$ cat config.mk
export PLATFORM = sky130hd
export DESIGN_NAME = bus_write_arbiter
export DESIGN_NICKNAME = d
export VERILOG_FILES = /design/src/rtl/bus_write_arbiter.sv
export SDC_FILE = /design/constraint.sdc
export NUM_CORES = 1
export LEC_CHECK = 0
export CORE_MARGIN = 4
export CORE_UTILIZATION = 25
export DETAILED_ROUTE_END_ITERATION = 10
export PLACE_DENSITY_LB_ADDON = 0.2
export SYNTH_ARGS = -nofsm -noshare
export SYNTH_HDL_FRONTEND = slang
export SYNTH_SLANG_ARGS = --single-unit
$ cat constraint.sdc
create_clock -name CLK -period 1.9 [get_ports CLK]
set_input_delay 0.38 -clock CLK [delete_from_list [all_inputs] [get_ports CLK]]
set_output_delay 0.38 -clock CLK [all_outputs]
set_load 0.05 [all_outputs]
$ cat src/rtl/bus_write_arbiter.sv
// Round-robin write-bus arbiter for two masters with a burst cap.
// Macro BUS_ARB_FIXED_PRIORITY_EN: M0 wins ties and is never capped.
module bus_write_arbiter #(
  parameter int          MAX_BURST = 4,
  parameter logic [7:0]  IDLE_ADDR = 8'hFF
) (
  input  logic       CLK,
  input  logic       RESETN,
  input  logic       M0_REQ,
  input  logic       M0_WE,
  input  logic [7:0] M0_ADDR,
  input  logic [7:0] M0_DATA,
  output logic       M0_GNT,
  output logic       M0_ACK,
  input  logic       M1_REQ,
  input  logic       M1_WE,
  input  logic [7:0] M1_ADDR,
  input  logic [7:0] M1_DATA,
  output logic       M1_GNT,
  output logic       M1_ACK,
  output logic [7:0] BUS_ADDR,
  output logic [7:0] BUS_DATA,
  output logic       BUS_WE,
  output logic       BUS_BUSY
);

`ifdef BUS_ARB_FIXED_PRIORITY_EN
  localparam logic FIXED_PRIO = 1'b1;
`else
  localparam logic FIXED_PRIO = 1'b0;
`endif

  localparam logic [4:0] CAP = 5'(MAX_BURST);

  typedef enum logic [1:0] {
    IDLE = 2'd0,
    OWN0 = 2'd1,
    OWN1 = 2'd2
  } state_e;

  state_e     state_q, state_d;
  logic       last_owner_q, last_owner_d;
  logic [3:0] burst_cnt_q, burst_cnt_d;

  logic [4:0] cnt_inc;
  logic [3:0] cnt_sat;
  logic       cap0, cap1;
  state_e     tie_win;

  assign M0_GNT   = (state_q == OWN0);
  assign M1_GNT   = (state_q == OWN1);
  assign BUS_BUSY = M0_GNT | M1_GNT;

  assign cnt_inc = {1'b0, burst_cnt_q} + 5'd1;
  assign cnt_sat = (burst_cnt_q == 4'hF) ? 4'hF : cnt_inc[3:0];
  // M0 is exempt from the cap when fixed priority is enabled
  assign cap0    = !FIXED_PRIO && (cnt_inc >= CAP);
  assign cap1    = (cnt_inc >= CAP);
  assign tie_win = (FIXED_PRIO || last_owner_q) ? OWN0 : OWN1;

  // Bus mux and ACKs: parked unless a master owns the bus
  always_comb begin
    M0_ACK   = 1'b0;
    M1_ACK   = 1'b0;
    BUS_WE   = 1'b0;
    BUS_ADDR = IDLE_ADDR;
    BUS_DATA = 8'h00;
    unique case (state_q)
      OWN0: begin
        M0_ACK   = M0_REQ;
        BUS_WE   = M0_REQ & M0_WE;
        BUS_ADDR = M0_ADDR;
        BUS_DATA = M0_DATA;
      end
      OWN1: begin
        M1_ACK   = M1_REQ;
        BUS_WE   = M1_REQ & M1_WE;
        BUS_ADDR = M1_ADDR;
        BUS_DATA = M1_DATA;
      end
      default: ;
    endcase
  end

  // Next grant, fairness history and burst length
  always_comb begin
    state_d      = state_q;
    last_owner_d = last_owner_q;
    burst_cnt_d  = burst_cnt_q;
    unique case (state_q)
      IDLE: begin
        if (M0_REQ && M1_REQ) state_d = tie_win;
        else if (M0_REQ)      state_d = OWN0;
        else if (M1_REQ)      state_d = OWN1;
      end
      OWN0: begin
        if (!M0_REQ) begin
          state_d      = M1_REQ ? OWN1 : IDLE;
          last_owner_d = 1'b0;
          burst_cnt_d  = 4'd0;
        end else if (M1_REQ && cap0) begin
          state_d      = OWN1;
          last_owner_d = 1'b0;
          burst_cnt_d  = 4'd0;
        end else begin
          burst_cnt_d  = cnt_sat;
        end
      end
      OWN1: begin
        if (!M1_REQ) begin
          state_d      = M0_REQ ? OWN0 : IDLE;
          last_owner_d = 1'b1;
          burst_cnt_d  = 4'd0;
        end else if (M0_REQ && cap1) begin
          state_d      = OWN0;
          last_owner_d = 1'b1;
          burst_cnt_d  = 4'd0;
        end else begin
          burst_cnt_d  = cnt_sat;
        end
      end
      default: begin
        state_d     = IDLE;
        burst_cnt_d = 4'd0;
      end
    endcase
  end

  // State registers with asynchronous reset
  always_ff @(posedge CLK or negedge RESETN) begin
    if (!RESETN) begin
      state_q      <= IDLE;
      last_owner_q <= 1'b1;
      burst_cnt_q  <= 4'd0;
    end else begin
      state_q      <= state_d;
      last_owner_q <= last_owner_d;
      burst_cnt_q  <= burst_cnt_d;
    end
  end

endmodule
### Word-level counts from Yosys, hierarchy flattened

Index checks and enable logic that the tools add are counted.

* $lt $le $gt $ge: 1
* add/sub/neg operators: 1
* mux-type cells: 27
* bitwise gates (word level): 3
* equal/unequal tests: 6
* reductions and logical operators: 7

Operator list (number)
* $pmux W8 S2: 2
* $mux W4: 5
* $mux W2: 9
* $pmux W4 S3: 1
* $mux W1: 7
* $ne A3 B2 Y1 const B: 2
* $pmux W2 S3: 1
* $reduce_and A3 Y1: 2
* $add A4 B1 Y5 const B: 1
* $ge A5 B3 Y1 const B: 1
* $eq A4 B4 Y1 const B: 1
* $ne A4 B4 Y1 const B: 1
* $pmux W1 S2: 2
* $logic_and A1 B1 Y1: 3
* $and A1 B1 Y1: 2
* $eq A2 B1 Y1 const B: 1
* $eq A2 B2 Y1 const B: 1
* $logic_not A2 Y1: 1
* $reduce_bool A2 Y1: 1
* $or A1 B1 Y1: 1

* word-level logic and storage cells: 48
* output and inout port bits: 22
* input bits: 38
* register bits after elaboration: 7

### Longest topological paths before layout

* word-level depth: 6
* depth in mapped cells: 8
* gate-level depth less buffers: 7

### Least setup slack after synthesis

No wires, ideal clock.

* path type: reg-to-output
* start point: register state_q[0]
* end point: output port BUS_DATA[1]
* buffers on the path: 2
* data required time: 1520 ps
* slack: -872 ps
* stages on the path, launching flop included: 7
* arrival: 2392 ps
* path through: dfrtp_1 -> inv_1 -> ha_1 -> clkbuf_1 -> clkbuf_1 -> a22oi_1 -> nor2_1

* cells in the longest elaborated chain, start to end: 2
* elaborated cells between the ends (all ways): 3
* those cells by class: eq/ne: 2; mux: 1

Ends and longest elaborated chain
* start, declared: RTL line 41 `state_e state_q, state_d;`
* start signal, assigned: RTL line 136 `state_q <= state_d;`
* $eq A2 B2 Y1
* net M1_GNT: RTL line 19 `output logic M1_GNT,`
* $pmux W8 S2: RTL line 68 `unique case (state_q)`
* end, declared: RTL line 22 `output logic [7:0] BUS_DATA,`

The timed path passes the listed nets, and every way through them passes these cells.

### Final worst setup path

* start point: register state_q[1]
* end point: output port BUS_ADDR[3]

* cells in the longest elaborated chain, start to end: 2
* elaborated cells between the ends (all ways): 3
* those cells by class: eq/ne: 2; mux: 1

Ends and longest elaborated chain
* $eq A2 B2 Y1 / $eq A2 B1 Y1 (equally long branches): RTL line 68
* $pmux W8 S2 *: RTL line 68
* end, declared: RTL line 21 `output logic [7:0] BUS_ADDR,`

Mark *: on every way between the ends. The rest lies on a longest branch, timed or not.

==> impl_metrics.toml <==
[die]
die_h_um = 62.6
dieArea_um2 = 3920
core_um2 = 2810
initial_core_util = 0.266
dieWidth_um = 62.6
io_pins = 60
num_rows = 19

[detailed_routing]
drt_first_iter_violations = 41
drcViolationCount = 0
drtPass1Iterations = 4
avgRoutedWirePerCell_um = 17.0
vias_per_cell = 5.33
drt-total-wl_um = 3390
num_vias = 1060
antenna_left = 0

[global_routing]
grt_max_degree = 15
grt.overflow.total = 0
grt_pass1_vias = 1095
antenna_found_initial = 0
grt_pass1_wl_um = 5710
grt_use_total = 0.178

[sta]
rsz0062_at_grt = "yes"
slew_headroom = 0.768
finalSetupViolations = 17
final_hold_viol_count = 0
worst_slack_ps = -155
maxSlewViolCount = 0
post-route-min-period_ps = 2050
hold_ws_ps = 393
worst_pin_slew_ps = 346
post-route-period-util = 1.08
max_freq_ghz = 0.487
fin_tns_setup_ps = -1870
fin_worst_skew_ps = 6.13

[synthesis]
synth_top_area_frac = 0.201
avgSynthCellArea_um2 = 8.29
synth_top_area_cell = "dfrtp_1"
synthArstFlopShare = 1.00
synth_cells = 90
netlist_area_um2 = 746
synth_area_leaders = "dfrtp_1 20%, a221o_1 11%, ha_1 10%, a22oi_1 9.1%, nor2_1 6.5%"
synth-main-ff-cell = "dfrtp_1"
ys_seq_area_frac = 0.237
ys_types = 27
synth_warnings = 0
ys_seq_elements = 7
synth_nets = 134
synth-edff-count = 0

[placed_design]
dp.final_hpwl_um = 2390
port_buffers = 59
placement.cell_area_um2 = 1790
gp_congestion = 0.899

[worst_setup_path]
crit_arrival_ps = 1670
crit_required_ps = 1520
worst_setup_path_end_kind = "primary output"
path_class = "reg -> out"
crit_top_cell = "buf_12"
slowest_delay_ps = 410
crit_slowest_cell = "dfrtp_1"
startpoint_type = "flop"
crit_path_cell_trace = "buf_4 > ha_4 > buf_12 > a221o_2 > buf_12"
crit_fanout = 10

[cts]
clock_path_buffers = 2
cts.sinks = 7
cts_hold_buf = 0
cts_tree = "built"
root_buffer = "clkbuf_4"
clock_latency_ps = 260
path_clk_slew_ps = 60
cts_buffers = 3
htreeDepth = 1

[final_layout]
nets = 213
fin_area_um2 = 1980
fill_cells = 220
insertedDiodeCount = 0
drive_above_1_share = 0.512
areaGrowthSynthToFinish_pct = 165

[hold_path]
holdCritPathClass = "in -> async"

[status]
violations = "negative setup slack"
status = "finished with violations"

[power]
irDropWorstVdd_mv = 1.27
power_density_nw_per_um2 = 2150
power.leakage_uw = 0.000813

[run]
drv_cap = 0
[report_power, final]
part	internal, uW	switching (uW)	leakage (uW)
Clock	80.4	59.6	0.0000150
Sequential	198	37.6	0.0000898
Combinational	1890	1990	0.000708
[per-stage QoR]
| stage | total power [uW] | utilization | setup slack [ps] | cells |
|---|---|---|---|---|
| 3_3_place_gp | 3710 | 0.637 | -5.15 | 185 |
| 2_1_floorplan | 2400 | - | -63.3 | 90 |
| 5_1_grt | 4430 | 0.706 | -201 | 199 |
| 4_1_cts | 4190 | 0.693 | -138 | 199 |
| 3_5_place_dp | 3750 | 0.637 | -43.7 | 185 |
| 6_report | 4250 | 0.706 | -155 | 199 |
[metal layers]
metal	wire length, um	part of all wire	global-route usage	up-vias
met5	0	0	0	-
met4	50	0.015	0.0331	0
met3	230	0.068	0.0396	7
met2	1680	0.50	0.304	50
met1	1430	0.42	0.231	504
li1	-	-	-	499
[sequential cells by signal (all words and copies together), names as in the netlist]
register and count:
burst_cnt_q 4, state_q 2, last_owner_q 1
[path summary, 6_finish.rpt]
path / startpoint / end / slack [ps] / depth (start not counted)
max: state_q[1] / BUS_ADDR[3] / -150 / 5
min: RESETN / state_q[1] / 390 / 1
max reg2reg: state_q[1] / state_q[1] / 30 / 8
min reg2reg: last_owner_q / last_owner_q / 530 / 1
max in group asynchronous: RESETN / last_owner_q / 1210 / 1
min in group CLK: last_owner_q / last_owner_q / 530 / 1
[Yosys cell counts, types with 3 or more instances]
library cell	number
a21oi_1	5
a32o_1	4
a22oi_1	9
inv_1	6
clkbuf_1	5
nor2_1	13
a221o_1	8
nand2_1	6
dfrtp_1	6
o21ai_0	3
ha_1	6
[final cells by class]
type	instances	area (um^2)	share of cell area
clock buffers	4	26.3	0.0133
well taps	31	38.8	0.0196
inverters	6	32.5	0.0164
repair buffers	81	1030	0.520
flip-flops and latches	7	178	0.0898
multi-input cells	70	676	0.341
[kinds of logic after synthesis]
group / synth area share
AOI/OAI and AO/OA: 0.403
and+or+nand+nor: 0.158
buffers and inverters: 0.0721
DFF: 0.237
adders and majority gates: 0.101
muxes: 0.0302
[worst max-delay path, delay by kind of cell, from the launching register on]
kind                     cells  cell delay [ps]
AO/OA/AOI/OAI                1              380
adder cells (fa/ha/maj)      1              180
buffers and inverters        3              450
flip-flops                   1              410
[timing repair]
| item | 4_1_cts | 5_1_grt |
|---|---|---|
| pin swaps | 10 | 4 |
| setup endpoints to repair | 19 | 20 |
| setup buffers | 10 | 0 |
| gates resized for setup | 9 | 8 |
[cells in the final DEF, fill, tap and decap left out, types with 2 or more instances in the layout]
| master | instances |
|---|---|
| a22oi_1 | 6 |
| clkbuf_4 | 3 |
| buf_6 | 2 |
| a22oi_2 | 3 |
| dfrtp_1 | 5 |
| nor2_4 | 9 |
| and2_4 | 2 |
| inv_1 | 3 |
| ha_1 | 3 |
| o21ai_0 | 3 |
| clkdlybuf4s50_1 | 37 |
| mux2_4 | 2 |
| nor2_1 | 4 |
| buf_4 | 16 |
| a32o_1 | 4 |
| a21oi_1 | 4 |
| buf_12 | 25 |
| a221o_2 | 7 |
| ha_4 | 3 |
| nand2_1 | 6 |
| nand2b_1 | 2 |
Power figures use the tool's default switching activity.
==> patch 1, RTL diff (same settings) <==
Build with the macro `BUS_ARB_FIXED_PRIORITY_EN` defined.
--- a/src/rtl/bus_write_arbiter.sv
+++ b/src/rtl/bus_write_arbiter.sv
@@ -1,4 +1,6 @@
 // Round-robin write-bus arbiter for two masters with a burst cap.
 // Macro BUS_ARB_FIXED_PRIORITY_EN: M0 wins ties and is never capped.
+`define BUS_ARB_FIXED_PRIORITY_EN
+
 module bus_write_arbiter #(
   parameter int          MAX_BURST = 4,
Check against the original RTL: not equivalent (Yosys sat finds a counterexample within 4 cycles, from zero or initial values and one cycle with RESETN low).
==> patch 1 against the original RTL <==
The flow still finishes with violations (setup timing); global-route usage is essentially flat; power shrank 2.8%; sequential share of layout area shrank 0.99 points; die area shrank 7.0%; via count shrank 6.0%; largest power group unchanged; cell area shrank 3.5%; area after synthesis shrank 8.1%; routed wire length shrank 2.9%; sequential cell count shrank 1; setup slack gained 0.12 ns; critical path depth grew 1.
==> patch 1: results (changes against the original RTL) <==
Die
  • Die ar.: 0.003645 mm2 (-7.0%)

Setup path
  • R2R Path Start: burst_cnt_q[0]
  • Slowest cell on the critical path: dfrtp_2
  • R2R Path End: burst_cnt_q[2]
  • R2r setup slk: 0.15 ns (+0.12 ns)
  • Largest stage delay on the critical path: 0.45 ns (+0.04 ns)
  • Worst EP arrival: 1.56 ns (-0.11 ns)
  • Critical-path maximum fanout: 7 (-3)

Synth
  • Synth top cells by count: a22oi_1 (16), nand2_1 (15), nor2b_1 (9), a21oi_1 (7)
  • Syn nets: 131 (-2.2%)
  • Synth cell types: 21 (-22%)
  • Mapped Cells: 87 (-3.3%)
  • Sequential share of the synthesized area: 0.2190 (-0.01760)
  • Top cells by area, synth: dfrtp_1 (22%), a22oi_1 (18%), ha_1 (11%)
  • Synth Flop Type: dfrtp_1
  • Yosys top cell area share: 0.2190 (+0.01764)

Outcome
  • Status: complete, but fails checks
  • Failing checks: setup timing

Clocking
  • Worst-Skew Late Latency: 0.25 ns
  • H-tree levels: 1 (unchanged)

Timing
  • Setup TNS: -0.2178 ns (+1.648 ns)
  • Setup WS post-layout: -0.03944 ns (+0.1153 ns)
  • Worst-case hold slack: 0.3692 ns (-0.02363 ns)
  • Final setup fails: 9 (-8)
  • Clock skew: 0.007288 ns (+0.001153 ns)

Global route
  • Pin count of the biggest net entering global routing: 18 (+3)
  • Vias in the first global route: 1068 (-2.5%)
  • First-pass GRT wire length: 4857 um (-15%)
  • Met2 usage: 0.3410 (+0.03745)
  • GRT Util Overall: 0.1783 (about the same)
  • Met3 GRT Util: 0.02553 (-0.01404)

Power and ir drop
  • Leakage: 0.7911 nW (-2.7%)
  • Peak supply drop: 2.631 mV (+110%)

Route
  • Iter 0 DRT Violations: 31 (-24%)
  • Vias/cell: 5.134 (-3.6%)
  • Routed vias: 996 (-6.0%)
  • Routed wire per std cell: 16.95 um (-0.42%)

Finish
  • Nets: 210 (-1.4%)
  • Share of cells above drive strength 1: 0.5366 (+0.02468)
  • Diodes inserted: 0 (unchanged)
  • Largest regs: burst_cnt_q (4), state_q (2)
  • Layout filler cell count: 169 (-23%)

Place
  • Placed instance count: 177 (-4.3%)
  • Pre-CTS setup slack: -0.0004394 ns (+0.04321 ns)
  • Placed wire-length estimate: 2244 um (-6.0%)
  • Placement Cell Area: 0.001684 mm2 (-5.8%)
-- patch 1: worst max-delay path, delay by kind of cell (launching register included) --
| kind | cells | cell delay [ns] |
|---|---|---|
| buffers and inverters | 3 | 0.39 |
| flip-flops | 1 | 0.45 |
| AO/OA/AOI/OAI | 1 | 0.09 |
| AND/OR/NAND/NOR | 1 | 0.16 |
| adder cells (fa/ha/maj) | 1 | 0.22 |
-- patch 1: routing by layer --
metal | up-vias | wire length (um) | share of wire
met1 | 484 | 1185 | 0.36
met4 | 0 | 0 | 0
li1 | 470 | - | -
met5 | - | 0 | 0
met3 | 0 | 215 | 0.065
met2 | 42 | 1888 | 0.57
-- patch 1: layout make-up --
type                    count  area (um2)  share of cell area
well taps                  30       37.54             0.01965
multi-input cells          72       668.1              0.3497
clock buffers               3       22.52             0.01179
flip-flops and latches      6       152.6             0.07990
repair buffers             79        1005              0.5259
inverters                   4       25.02             0.01310
-- patch 1: logic make-up (layout without fill, tap and decap cells) --
kind of cell | after synthesis | count (layout) | share of synthesized area
adders and majority gates | 6 | 6 | 0.1095
buffers and inverters | 9 | 86 | 0.05291
AOI/OAI and AO/OA | 30 | 30 | 0.3285
and+or+nand+nor | 34 | 34 | 0.2463
DFF | 6 | 6 | 0.2190
muxes | 2 | 2 | 0.04380
-- patch 1: where the power goes --
part           internal [mW]  switching (mW)  total (mW)
clock network         0.0716          0.0483       0.120
registers              0.165          0.0504       0.215
logic                   1.90            1.90        3.80
-- patch 1: worst max-delay path by stage --
stage                     cells past startpoint  slack [ns]  startpoint              to
after floorplan                               7       -0.12  state_q[0]          BUS_WE
after global placement                        6        0.05      M1_REQ          BUS_WE
after detailed placement                      6     -0.0004      M0_REQ  burst_cnt_q[3]
after CTS                                     6       -0.05  state_q[0]     BUS_DATA[6]
after global routing                          6       -0.10  state_q[0]     BUS_DATA[7]
final                                         6       -0.04  state_q[0]     BUS_DATA[6]
-- patch 1: what timing repair did --
action / CTS / global route
endpoints found under the setup margin: 20 / 17
pin swaps: 1 / 5
setup buffers: 10 / 4
gates resized for setup: 15 / 4
==> patch 2, RTL diff (same flow settings) <==
Without the edit above. The 3 states of `state_e` get a one-hot encoding in 3 bits.
--- a/src/rtl/bus_write_arbiter.sv
+++ b/src/rtl/bus_write_arbiter.sv
@@ -33,8 +33,8 @@
   localparam logic [4:0] CAP = 5'(MAX_BURST);
 
-  typedef enum logic [1:0] {
-    IDLE = 2'd0,
-    OWN0 = 2'd1,
-    OWN1 = 2'd2
+  typedef enum logic [2:0] {
+    IDLE = 3'b001,
+    OWN0 = 3'b010,
+    OWN1 = 3'b100
   } state_e;
 
Behaviour: same outputs for any inputs over 10 cycles, from zero or initial values and one cycle with RESETN low; not proved beyond that.
==> patch 2 against the original RTL <==
Critical path type unchanged; sequential cell count grew 1; cell area shrank 16%; non-clock buffer count decreased by 7; setup slack improved by 0.14 ns; routed wire length decreased by 13%; area after synthesis is the same; the flow still finishes with violations (setup timing); die area is the same.
Power is not compared: it rests on default switching activity, and its combinational part moved more than twofold at a synthesized area within 25%.
==> patch 2: results (changes against the original RTL) <==
Outcome
  • Status: complete, but fails checks
  • Failing checks: setup timing

Finish
  • Largest regs: burst_cnt_q (4), state_q (3), last_owner_q (1)
  • Nets: 200 (-6.1%)
  • Layout filler cell count: 251 (+14%)
  • Diodes inserted: 0 (unchanged)
  • Share of cells above drive strength 1: 0.3544 (-0.1575)

Setup path
  • Critical-path maximum fanout: 5 (-5)
  • Top delay family on crit path: flip-flops
  • Slowest cell on the critical path: dfrtp_1
  • Worst EP arrival: 1.53 ns (-0.14 ns)
  • Largest stage delay on the critical path: 0.40 ns

Route
  • Iter 0 DRT Violations: 45 (+9.8%)
  • Vias/cell: 5.148 (-3.4%)
  • First-pass DRT Iterations: 2 (-2)
  • Routed WL: 2941 um (-13%)

Global route
  • Pin count of the biggest net entering global routing: 22 (+7)
  • Initial antenna violation count: 0 (unchanged)
  • Vias in the first global route: 992 (-9.4%)
  • GRT Util Overall: 0.1561 (-0.02203)
  • First-pass GRT wire length: 4988 um (-13%)

Place
  • Placer Congestion: 0.7361 (-18%)
  • Pre-CTS setup slack: 0.05275 ns (+0.09640 ns)
  • Port bufs: 59 (unchanged)
  • Placed wire-length estimate: 2296 um (-3.8%)

Timing
  • Clock skew: 0.001475 ns (-0.004660 ns)
  • Worst slew pin tran: 0.3922 ns (+0.04579 ns)
  • Final setup fails: 7 (-10)
  • Setup WS post-layout: -0.009816 ns (+0.1450 ns)

Synth
  • Asr flop ratio synth: 1.000 (unchanged)
  • YS warnings: 0 (unchanged)
  • Top cells by area, synth: dfrtp_1 (20%), a22o_1 (11%), a22oi_1 (8.1%)
  • Syn nets: 127 (-5.2%)
  • Synth Flop Type: dfrtp_1
  • Synth top cells by count: nand2_1 (12), a22o_1 (9), a22oi_1 (8), buf_2 (6), dfrtp_1 (6)
  • Synth cell types: 32 (+19%)
  • Sequential share of the synthesized area: 0.2718 (+0.03523)

Clocking
  • Worst-Skew Late Latency: 0.27 ns
  • H-tree levels: 1 (unchanged)
  • Reg clk slew, reported paths: 0.06 ns (about the same)
  • Root buffer cell: clkbuf_4
  • Clk buf depth: 2 (unchanged)
  • Num CTS Buffers: 3 (unchanged)

Power and ir drop
  • Peak supply drop: 0.5380 mV
  • Leakage: 0.7131 nW

Min path
  • Hold/Removal Path Class: input pin to async pin
patch 2: worst reg2reg max path, stage by stage, from the launching register on:
cell and delay, ns:
dfrtp_1 0.42, ha_1 0.29, a211o_1 0.34, and2_1 0.20
o221ai_1 0.18, o221ai_1 0.14
patch 2: what timing repair did:
item / 4_1_cts / 5_1_grt
pin swaps: 3 / 1
resized for setup: 13 / 1
setup buffers: 5 / 0
endpoints found under the setup margin: 18 / 18
hold buffers: 0 / 0
patch 2: cells by family (layout without fill, tap and decap cells):
logic type,count (synthesis),after routing,synth area share
simple gates,24,24,0.1963
buf+inv,10,81,0.06040
compound gates,43,43,0.4379
flops,8,8,0.2718
fa+ha+maj,2,2,0.03355
patch 2: report_power, final:
part | internal, mW | switching, mW | total (mW) | leakage (nW)
registers | 0.226 | 0.0556 | 0.282 | 0.102
clock network | 0.0730 | 0.0680 | 0.141 | 0.0138
logic | 0.729 | 0.895 | 1.62 | 0.597
total | 1.03 | 1.02 | 2.05 | 0.713
patch 2: worst paths after layout:
path | from | end | slack [ns] | cells after the start
setup / recovery | state_q[1] | BUS_DATA[5] | -0.01 | 4
hold / removal | RESETN | burst_cnt_q[2] | 0.40 | 1
setup reg to reg | burst_cnt_q[0] | state_q[2] | 0.19 | 5
hold reg to reg | burst_cnt_q[1] | burst_cnt_q[1] | 0.55 | 2
max in group asynchronous | RESETN | state_q[0] | 1.18 | 1
min in group CLK | burst_cnt_q[1] | burst_cnt_q[1] | 0.55 | 2
patch 2: per-stage QoR:
stage	utilization	setup TNS [ns]	hold WS, ns	cell area, um2	instances
after CTS	0.5914	-0.1550	0.4152	1659	189
after global routing	0.5923	-1.344	0.4036	1662	189
final	0.5923	-0.04622	0.4010	1662	189
after floorplan	-	-0.07040	0.08441	758.2	87
after detailed placement	0.5607	0	0.5288	1573	182
after global placement	0.5607	0	0.5190	1573	182
patch 2: routing by layer:
| metal | global-route usage | vias to the layer above | wire length, um |
|---|---|---|---|
| met5 | 0 | - | 0 |
| met4 | 0.04959 | 0 | 34 |
| met3 | 0.04137 | 5 | 183 |
| met2 | 0.2663 | 40 | 1451 |
| met1 | 0.1896 | 447 | 1272 |
| li1 | - | 481 | - |
patch 2: cell type report:
cell class / instances / share of cell area
clock buffer: 3 / 0.01355
sequential: 8 / 0.1220
timing repair buffer: 74 / 0.5203
tap: 31 / 0.02334
multi-input combinational: 69 / 0.3117
inverter: 4 / 0.009036
